<file path="config.mk">
export PLATFORM = sky130hd
export DESIGN_NAME = game_timer_ctrl
export DESIGN_NICKNAME = d
export VERILOG_FILES = /design/src/rtl/game_timer_ctrl.sv
export SDC_FILE = /design/constraint.sdc
export NUM_CORES = 1
export LEC_CHECK = 0
export BUFFER_PORTS_ARGS = -buffer_cell sky130_fd_sc_hd__buf_2
export CORE_UTILIZATION = 50
export CTS_CLUSTER_SIZE = 24
export DETAILED_ROUTE_END_ITERATION = 8
export GPL_ROUTABILITY_DRIVEN = 0
export HOLD_SLACK_MARGIN = 0.1
export PLACE_DENSITY_LB_ADDON = 0.25
export SYNTH_ARGS = -nofsm -noshare
export SYNTH_HDL_FRONTEND = slang
export SYNTH_SLANG_ARGS = --single-unit
</file>
<file path="constraint.sdc">
create_clock -name clk -period 4.3 [get_ports clk]
set_input_delay 0.86 -clock clk [delete_from_list [all_inputs] [get_ports clk]]
set_output_delay 0.86 -clock clk [all_outputs]
set_load 0.02 [all_outputs]
</file>
<file path="src/rtl/game_timer_ctrl.sv">
// -----------------------------------------------------------------------------
// game_timer_ctrl
//
// Control stage that sits in front of the BCD game countdown timer (99..0).
// It produces the timer's load strobe when a game starts. It produces the
// one-second count enable and the run/pause gate. It also produces the +10 s
// bonus strobes. It watches the timer's digits and terminal count to detect
// time-up and the low-time warning.
//
// Configuration macro:
//   GAME_TIMER_WARN_BLINK_EN  - when defined, low_time_warn blinks. It is high
//                               during the first half of each game second and
//                               its level freezes while paused. When undefined,
//                               low_time_warn is a steady level.
//
// Ports:
//   clk            in   1  system clock
//   reset          in   1  asynchronous, active-high reset
//   start_game     in   1  pulse: (re)start countdown from timer preset
//   pause_toggle   in   1  pulse: RUN <-> PAUSED
//   bonus_pickup   in   1  pulse: player took a +10 s item
//   countH         in   4  timer tens digit (BCD)
//   countL         in   4  timer units digit (BCD)
//   tc             in   1  timer terminal count
//   timer_loadN    out  1  active-low preset load to timer
//   one_sec_en     out  1  one-cycle enable, once per game second
//   run_en         out  1  high while running
//   inc_time       out  1  one-cycle +10 s strobe to timer (registered)
//   time_up        out  1  high once time has expired
//   low_time_warn  out  1  low-time indicator for HUD (registered)
//   bonus_pending  out  3  queued bonuses not yet applied
//   fsm_state      out  3  current FSM state (debug observation)
//
// Handshakes: all inputs are single-cycle pulses sampled on the rising clock
// edge. There is no backpressure. The timer accepts inc_time and one_sec_en
// on the edge that closes the cycle in which they are high.
// -----------------------------------------------------------------------------
module game_timer_ctrl #(
    parameter int TICKS_PER_SEC = 50_000_000,
    parameter int BONUS_Q_MAX   = 7,
    parameter int WARN_SECONDS  = 10
) (
    input  logic       clk,
    input  logic       reset,
    input  logic       start_game,
    input  logic       pause_toggle,
    input  logic       bonus_pickup,
    input  logic [3:0] countH,
    input  logic [3:0] countL,
    input  logic       tc,
    output logic       timer_loadN,
    output logic       one_sec_en,
    output logic       run_en,
    output logic       inc_time,
    output logic       time_up,
    output logic       low_time_warn,
    output logic [2:0] bonus_pending,
    output logic [2:0] fsm_state
);

    localparam int PW = (TICKS_PER_SEC > 1) ? $clog2(TICKS_PER_SEC) : 1;

    typedef enum logic [2:0] {
        S_IDLE    = 3'd0,
        S_LOAD    = 3'd1,
        S_RUN     = 3'd2,
        S_PAUSED  = 3'd3,
        S_EXPIRED = 3'd4
    } state_t;

    state_t         state, state_next;
    logic [PW-1:0]  presc;
    logic [2:0]     pending;
    logic           presc_last;
    logic           count_zero;
    logic [6:0]     remaining;
    logic           active, stay_active;
    logic           issue, pickup_ok;
    logic           expire;
    logic           warn_cond, warn_next;

    // A digit outside BCD range is treated as 9.
    function automatic logic [3:0] bcd_clamp(input logic [3:0] d);
        return (d > 4'd9) ? 4'd9 : d;
    endfunction

    assign remaining  = 7'(bcd_clamp(countH)) * 7'd10 + 7'(bcd_clamp(countL));
    assign count_zero = (countH == 4'd0) && (countL == 4'd0);
    assign presc_last = (presc == PW'(TICKS_PER_SEC - 1));

    assign active      = (state == S_RUN) || (state == S_PAUSED);
    assign stay_active = (state_next == S_RUN) || (state_next == S_PAUSED);
    assign pickup_ok   = bonus_pickup && active;
    // The strobe spacing gives the timer one quiet cycle to settle. No strobe
    // is issued on the way into LOAD, because the preset would overwrite it.
    assign issue       = active && stay_active && (pending != 3'd0) && !inc_time;
    // A strobe that is still in flight counts as a bonus that is not yet
    // applied. It keeps the game alive at 00.
    assign expire      = tc && count_zero && (pending == 3'd0) && !inc_time;

    assign warn_cond = active && (remaining != 7'd0) && (remaining <= 7'(WARN_SECONDS));
`ifdef GAME_TIMER_WARN_BLINK_EN
    // The prescaler holds while paused, so the blink phase freezes with it.
    assign warn_next = warn_cond && (presc < PW'(TICKS_PER_SEC / 2));
`else
    assign warn_next = warn_cond;
`endif

    // State register
    always_ff @(posedge clk or posedge reset) begin
        if (reset) begin
            state <= S_IDLE;
        end else begin
            state <= state_next;
        end
    end

    // Next-state logic; start_game outranks pause and time-up
    always_comb begin
        state_next = state;
        case (state)
            S_IDLE:    if (start_game) state_next = S_LOAD;
            S_LOAD:    state_next = S_RUN;
            S_RUN: begin
                if (start_game)        state_next = S_LOAD;
                else if (pause_toggle) state_next = S_PAUSED;
                else if (expire)       state_next = S_EXPIRED;
            end
            S_PAUSED: begin
                if (start_game)        state_next = S_LOAD;
                else if (pause_toggle) state_next = S_RUN;
            end
            S_EXPIRED: if (start_game) state_next = S_LOAD;
            default:   state_next = S_IDLE;
        endcase
    end

    // Moore outputs decoded from the state register
    always_comb begin
        timer_loadN = (state != S_LOAD);
        run_en      = (state == S_RUN);
        time_up     = (state == S_EXPIRED);
        // Skip the tick at 00 so the timer never wraps. Also skip it while a
        // bonus lands so the timer never sees both commands in one cycle.
        one_sec_en  = (state == S_RUN) && presc_last && !count_zero && !inc_time;
    end

    assign bonus_pending = pending;
    assign fsm_state     = state;

    // Prescaler: advances only in RUN and holds in PAUSED, so no fraction of a
    // second is lost. It restarts from 0 on every load.
    always_ff @(posedge clk or posedge reset) begin
        if (reset) begin
            presc <= '0;
        end else if (state == S_LOAD) begin
            presc <= '0;
        end else if (state == S_RUN) begin
            presc <= presc_last ? '0 : presc + PW'(1);
        end
    end

    // Bonus queue and strobe
    always_ff @(posedge clk or posedge reset) begin
        if (reset) begin
            pending  <= 3'd0;
            inc_time <= 1'b0;
        end else begin
            inc_time <= issue;
            if (state_next == S_LOAD) begin
                pending <= 3'd0;
            end else if (pickup_ok && !issue) begin
                if (pending != 3'(BONUS_Q_MAX)) pending <= pending + 3'd1;
            end else if (issue && !pickup_ok) begin
                pending <= pending - 3'd1;
            end
        end
    end

    always_ff @(posedge clk or posedge reset) begin
        if (reset) begin
            low_time_warn <= 1'b0;
        end else begin
            low_time_warn <= warn_next;
        end
    end

endmodule
</file>
* Yosys cells after proc, flatten, opt, wreduce, memory -nomap -nowiden
Cells that the tools add are included.
Word-level totals: output and inout port bits 12, bits of input ports 14, register bits after elaboration 34
Cells by class: add/subtract/negate cells 4, equality and inequality tests 11, multipliers 1, reductions and logical operators 31, order comparisons 3, multiplexer cells 16
Operators with widths (count):
- $mux W26 | 3
- $mux W3 | 10
- $add A26 B1 Y26 const B | 1
- $eq A26 B26 Y1 const B | 1
- $logic_and A1 B1 Y1 | 15
- $eq A3 B2 Y1 const B | 4
- $pmux W3 S4 | 1
- $gt A4 B4 Y1 const B | 2
- $logic_not A4 Y1 | 2
- $mux W4 | 2
- $add A7 B4 Y7 | 1
- $le A7 B4 Y1 const B | 1
- $reduce_bool A7 Y1 | 1
- $eq A3 B1 Y1 const B | 2
- $logic_not A3 Y1 | 2
- $mul A4 B3 Y6 const B | 1
- $reduce_bool A3 Y1 | 2
- $logic_not A1 Y1 | 4
- $add A3 B1 Y3 const B | 1
- $eq A3 B3 Y1 const B | 1
- $ne A3 B1 Y1 const B | 1
- $ne A3 B2 Y1 const B | 1
- $ne A3 B3 Y1 const B | 1
- $sub A3 B1 Y3 const B | 1
- 4 further kinds | 5

* Logic depth before layout (Yosys ltp)
depth in word-level cells 18, mapped depth 10, depth with buffers taken out 10

* Worst setup path before layout
OpenSTA, ideal clock, no wires.
path type register to output, start register state[1] (netlist: fsm_state[1]), end output port one_sec_en, data required time 3440 ps, buffers on the path 1, stages on the path, launching flop included 7, setup slack 1563 ps, data arrival time 1877 ps, cells stage by stage dfrtp_1 > buf_2 > nor2b_1 > nand2b_1 > inv_1 > nand4_1 > nor3_1
Between the ends: word-level cells in the longest chain between the ends 4
Ends and longest elaborated chain:
- start, declared | RTL line 71 | state_t state, state_next;
- start signal, assigned | RTL line 114 | state <= state_next;
- $eq A3 B2 Y1
- named net run_en | RTL line 53 | output logic run_en,
- $logic_and A1 B1 Y1 (3 in series) | RTL line 145 | one_sec_en = (state == S_RUN) && presc_last && !count_zero && !inc_time;
- end, declared | RTL line 52 | output logic one_sec_en,
The timed path passes the listed nets, and every way through them passes these cells.

* Worst setup path after layout
start register presc[9], end output port one_sec_en
Between the ends: word-level cells in the longest chain between the ends 4
Ends and longest elaborated chain:
- start, declared | RTL line 72 | logic [PW-1:0] presc;
- start signal, assigned | RTL line 159 | presc <= presc_last ? '0 : presc + PW'(1);
- $eq A26 B26 Y1 | RTL line 89 | assign presc_last = (presc == PW'(TICKS_PER_SEC - 1));
- $logic_and A1 B1 Y1 (3 in series) | RTL line 145
No other way between the ends.

==> flow_metrics.tcl <==
set metrics [dict create \
    grt_max_degree 25 \
    yosysWarnings 0 \
    initial_core_util_pct 52.7 \
    crit_fanout 5 \
    synthMuxAreaShare_pct 0.433 \
    wl_met2_mm 2.33 \
    vias 2013 \
    die_w_um 70.0 \
    grt_pass1_wl_mm 9.04 \
    synth_nets 286 \
    post-route-min-period_ns 2.97 \
    fin_util_pct 58.0 \
    yosys.area_share.simple_pct 28.6 \
    min_path_type "reg -> reg" \
    synth_top_cell_by_area "dfrtp_1" \
    ys_async_sr_fraction_pct 100 \
    clk_pin_slew_worst_paths_ns 0.07 \
    finClkSkew_ns 0.0134 \
    core-area_sq_um 4380 \
    fin_ws_ns 1.33 \
    slowest_delay_ns 0.57 \
    fin_nets 308 \
    area_delta_synth_final_pct 10.1 \
    port-buffer-count 25 \
    rows 24 \
    synth_top_family_by_area "simple AND/OR/NAND/NOR gates" \
    synth_compound_area_share_pct 20.4 \
    drt-initial-drc-count 122 \
    ys_types 53 \
    crit_required_ns 3.44 \
    drc 0 \
    drive_gt1_share_pct 17.2 \
    die_area_sq_um 4900 \
    arrival_ns 2.11 \
    status "completed" \
    synth-adder-area-share_pct 6.39 \
    synth_common_cells "dfrtp_1, nand2_1, a21oi_1, nor2_1, a31oi_1" \
    wl_met1_mm 2.46 \
    end_kind "output port" \
    place_ws_ns 1.54 \
    hold_viol_final 0 \
    synth_top_area_share_pct 36.8 \
    synth_area_leaders "dfrtp_1, nand2_1, a31oi_1" \
    placedCellCount 329 \
    fmax_mhz 337 \
    cts_root_buf "clkbuf_8" \
    leakagePower_nw 1.15 \
    synth_area_per_cell_sq_um 8.82 \
    synth_edf_count 0 \
    clockBufferDepth 2 \
    cp_slowest_cell "or4b_4" \
    ys.flop_type "dfrtp_1" \
    wl_met3_um 169 \
    ys_seq_area_share_pct 36.8 \
    drtPass1Iterations 4 \
    hpwl_mm 3.65 \
    crit_type "reg -> out" \
    antenna_found_initial 0 \
    top_layer "met4" \
    fin_crit_sh_pct 69.1 \
    synth_area_sq_um 2310 \
    peakVddDrop_v 0.000360 \
    grt_usage_pct 22.9 \
    cts-resized-gates 0 \
    synth_seq_cells 34 \
    tightestPinTransition_ns 0.872 \
    wl_per_cell_um 14.9 \
    synth-xor-area-share_pct 2.28 \
    maxCapViolations 0 \
    holdBufCountCts 0 \
    die_h_um 70.0 \
    cts.htree.levels 2 \
    via_per_inst 5.97 \
    grt_pass1_vias 1965 \
    synth_most_common_cell "dfrtp_1" \
    power_density_nw_per_um2 479 \
    io_pins 26 \
    finalMaxSlewViolations 0 \
    tns_ns 0 \
    post-cts-setup-buffers 0 \
    crit_chain "or4b_4 > nor4_4 > nand4_1 > nor3_1 > buf_2" \
    tritoncts "built" \
    antenna_left 0 \
    finalPower_w 0.00122 \
    antenna_cells 0 \
    synthCells 262 \
    wl_mm 5.01 \
    grt_overflow 0 \
    relSlewSlack_pct 41.6 \
    finalSetupViolations 0 \
    rsz0062_at_grt "no" \
    cts_made_buffers 5 \
    clk-insertion-delay-late_ns 0.29 \
    crit_path_start_kind "flop" \
    numClockSinks 34 \
    instances_no_fill 337 \
]
sequential cells by signal, summed over array words and instances (netlist names):
signal         count
bonus_pending      3
low_time_warn      1
presc             26
inc_time           1
fsm_state          3
layout by cell type, fill, tap and decap left out, types with 4 or more instances in the layout:
cell type / n
nand2b_1: 9
xor2_1: 5
or2_2: 4
a21oi_1: 16
and3_1: 5
o211ai_1: 4
dfrtp_1: 34
clkbuf_8: 6
buf_2: 25
nand3_1: 13
nor2_1: 16
nand4_1: 9
ha_1: 7
a31oi_1: 14
nand2_1: 27
o21ai_0: 13
nor2b_1: 5
inv_1: 13
stage by stage:
stage	area, sq um	hold WS, ns
floorplan	2310	0.444
finish	2540	0.491
global placement	2450	0.480
detailed placement	2450	0.484
global route	2540	0.512
CTS	2540	0.495
metal layers:
metal | global-route usage (%) | vias to the layer above
li1 | - | 1007
met1 | 32.7 | 970
met2 | 35.5 | 31
met3 | 5.19 | 5
met4 | 5.56 | 0
met5 | 0 | -
critical path, delay by kind of cell, from the launching register on:
kind / cells / cell delay (ns)
and+or+nand+nor: 4 / 1.21
buffers and inverters: 1 / 0.18
DFF: 1 / 0.44
cells by family after synthesis:
| group | Yosys count |
|---|---|
| AO/OA/AOI/OAI | 72 |
| multiplexers | 1 |
| buffers and inverters | 25 |
| AND/OR/NAND/NOR | 114 |
| adder cells (fa/ha/maj) | 10 |
| XOR/XNOR | 6 |
| flip-flops | 34 |
report_power, final:
| group | switching [W] | leakage, nW | internal, W |
|---|---|---|---|
| registers | 0.0000670 | 0.464 | 0.000361 |
| clock network | 0.000118 | 0.0482 | 0.000129 |
| logic | 0.000360 | 0.638 | 0.000183 |
path summary, 6_finish.rpt:
path                             startpoint          endpoint  slack (ns)  cells after the start
max                                presc[9]        one_sec_en        1.33                      5
min                               presc[20]         presc[20]        0.49                      1
max reg2reg                bonus_pending[1]  bonus_pending[2]        1.68                      8
min reg2reg                       presc[20]         presc[20]        0.49                      1
max in group asynchronous             reset  bonus_pending[1]        3.08                      3
min in group asynchronous             reset          presc[6]        0.53                      2
final cells by class:
class / count / area, sq um
multi-input cells: 203 / 1350
clock inverters: 1 / 5.00
inverters: 13 / 48.8
repair buffers: 27 / 140
fillers: 412 / 1840
flip-flops and latches: 34 / 851
well taps: 52 / 65.1
clock buffers: 7 / 86.3
(Power assumes the default switching activity.)
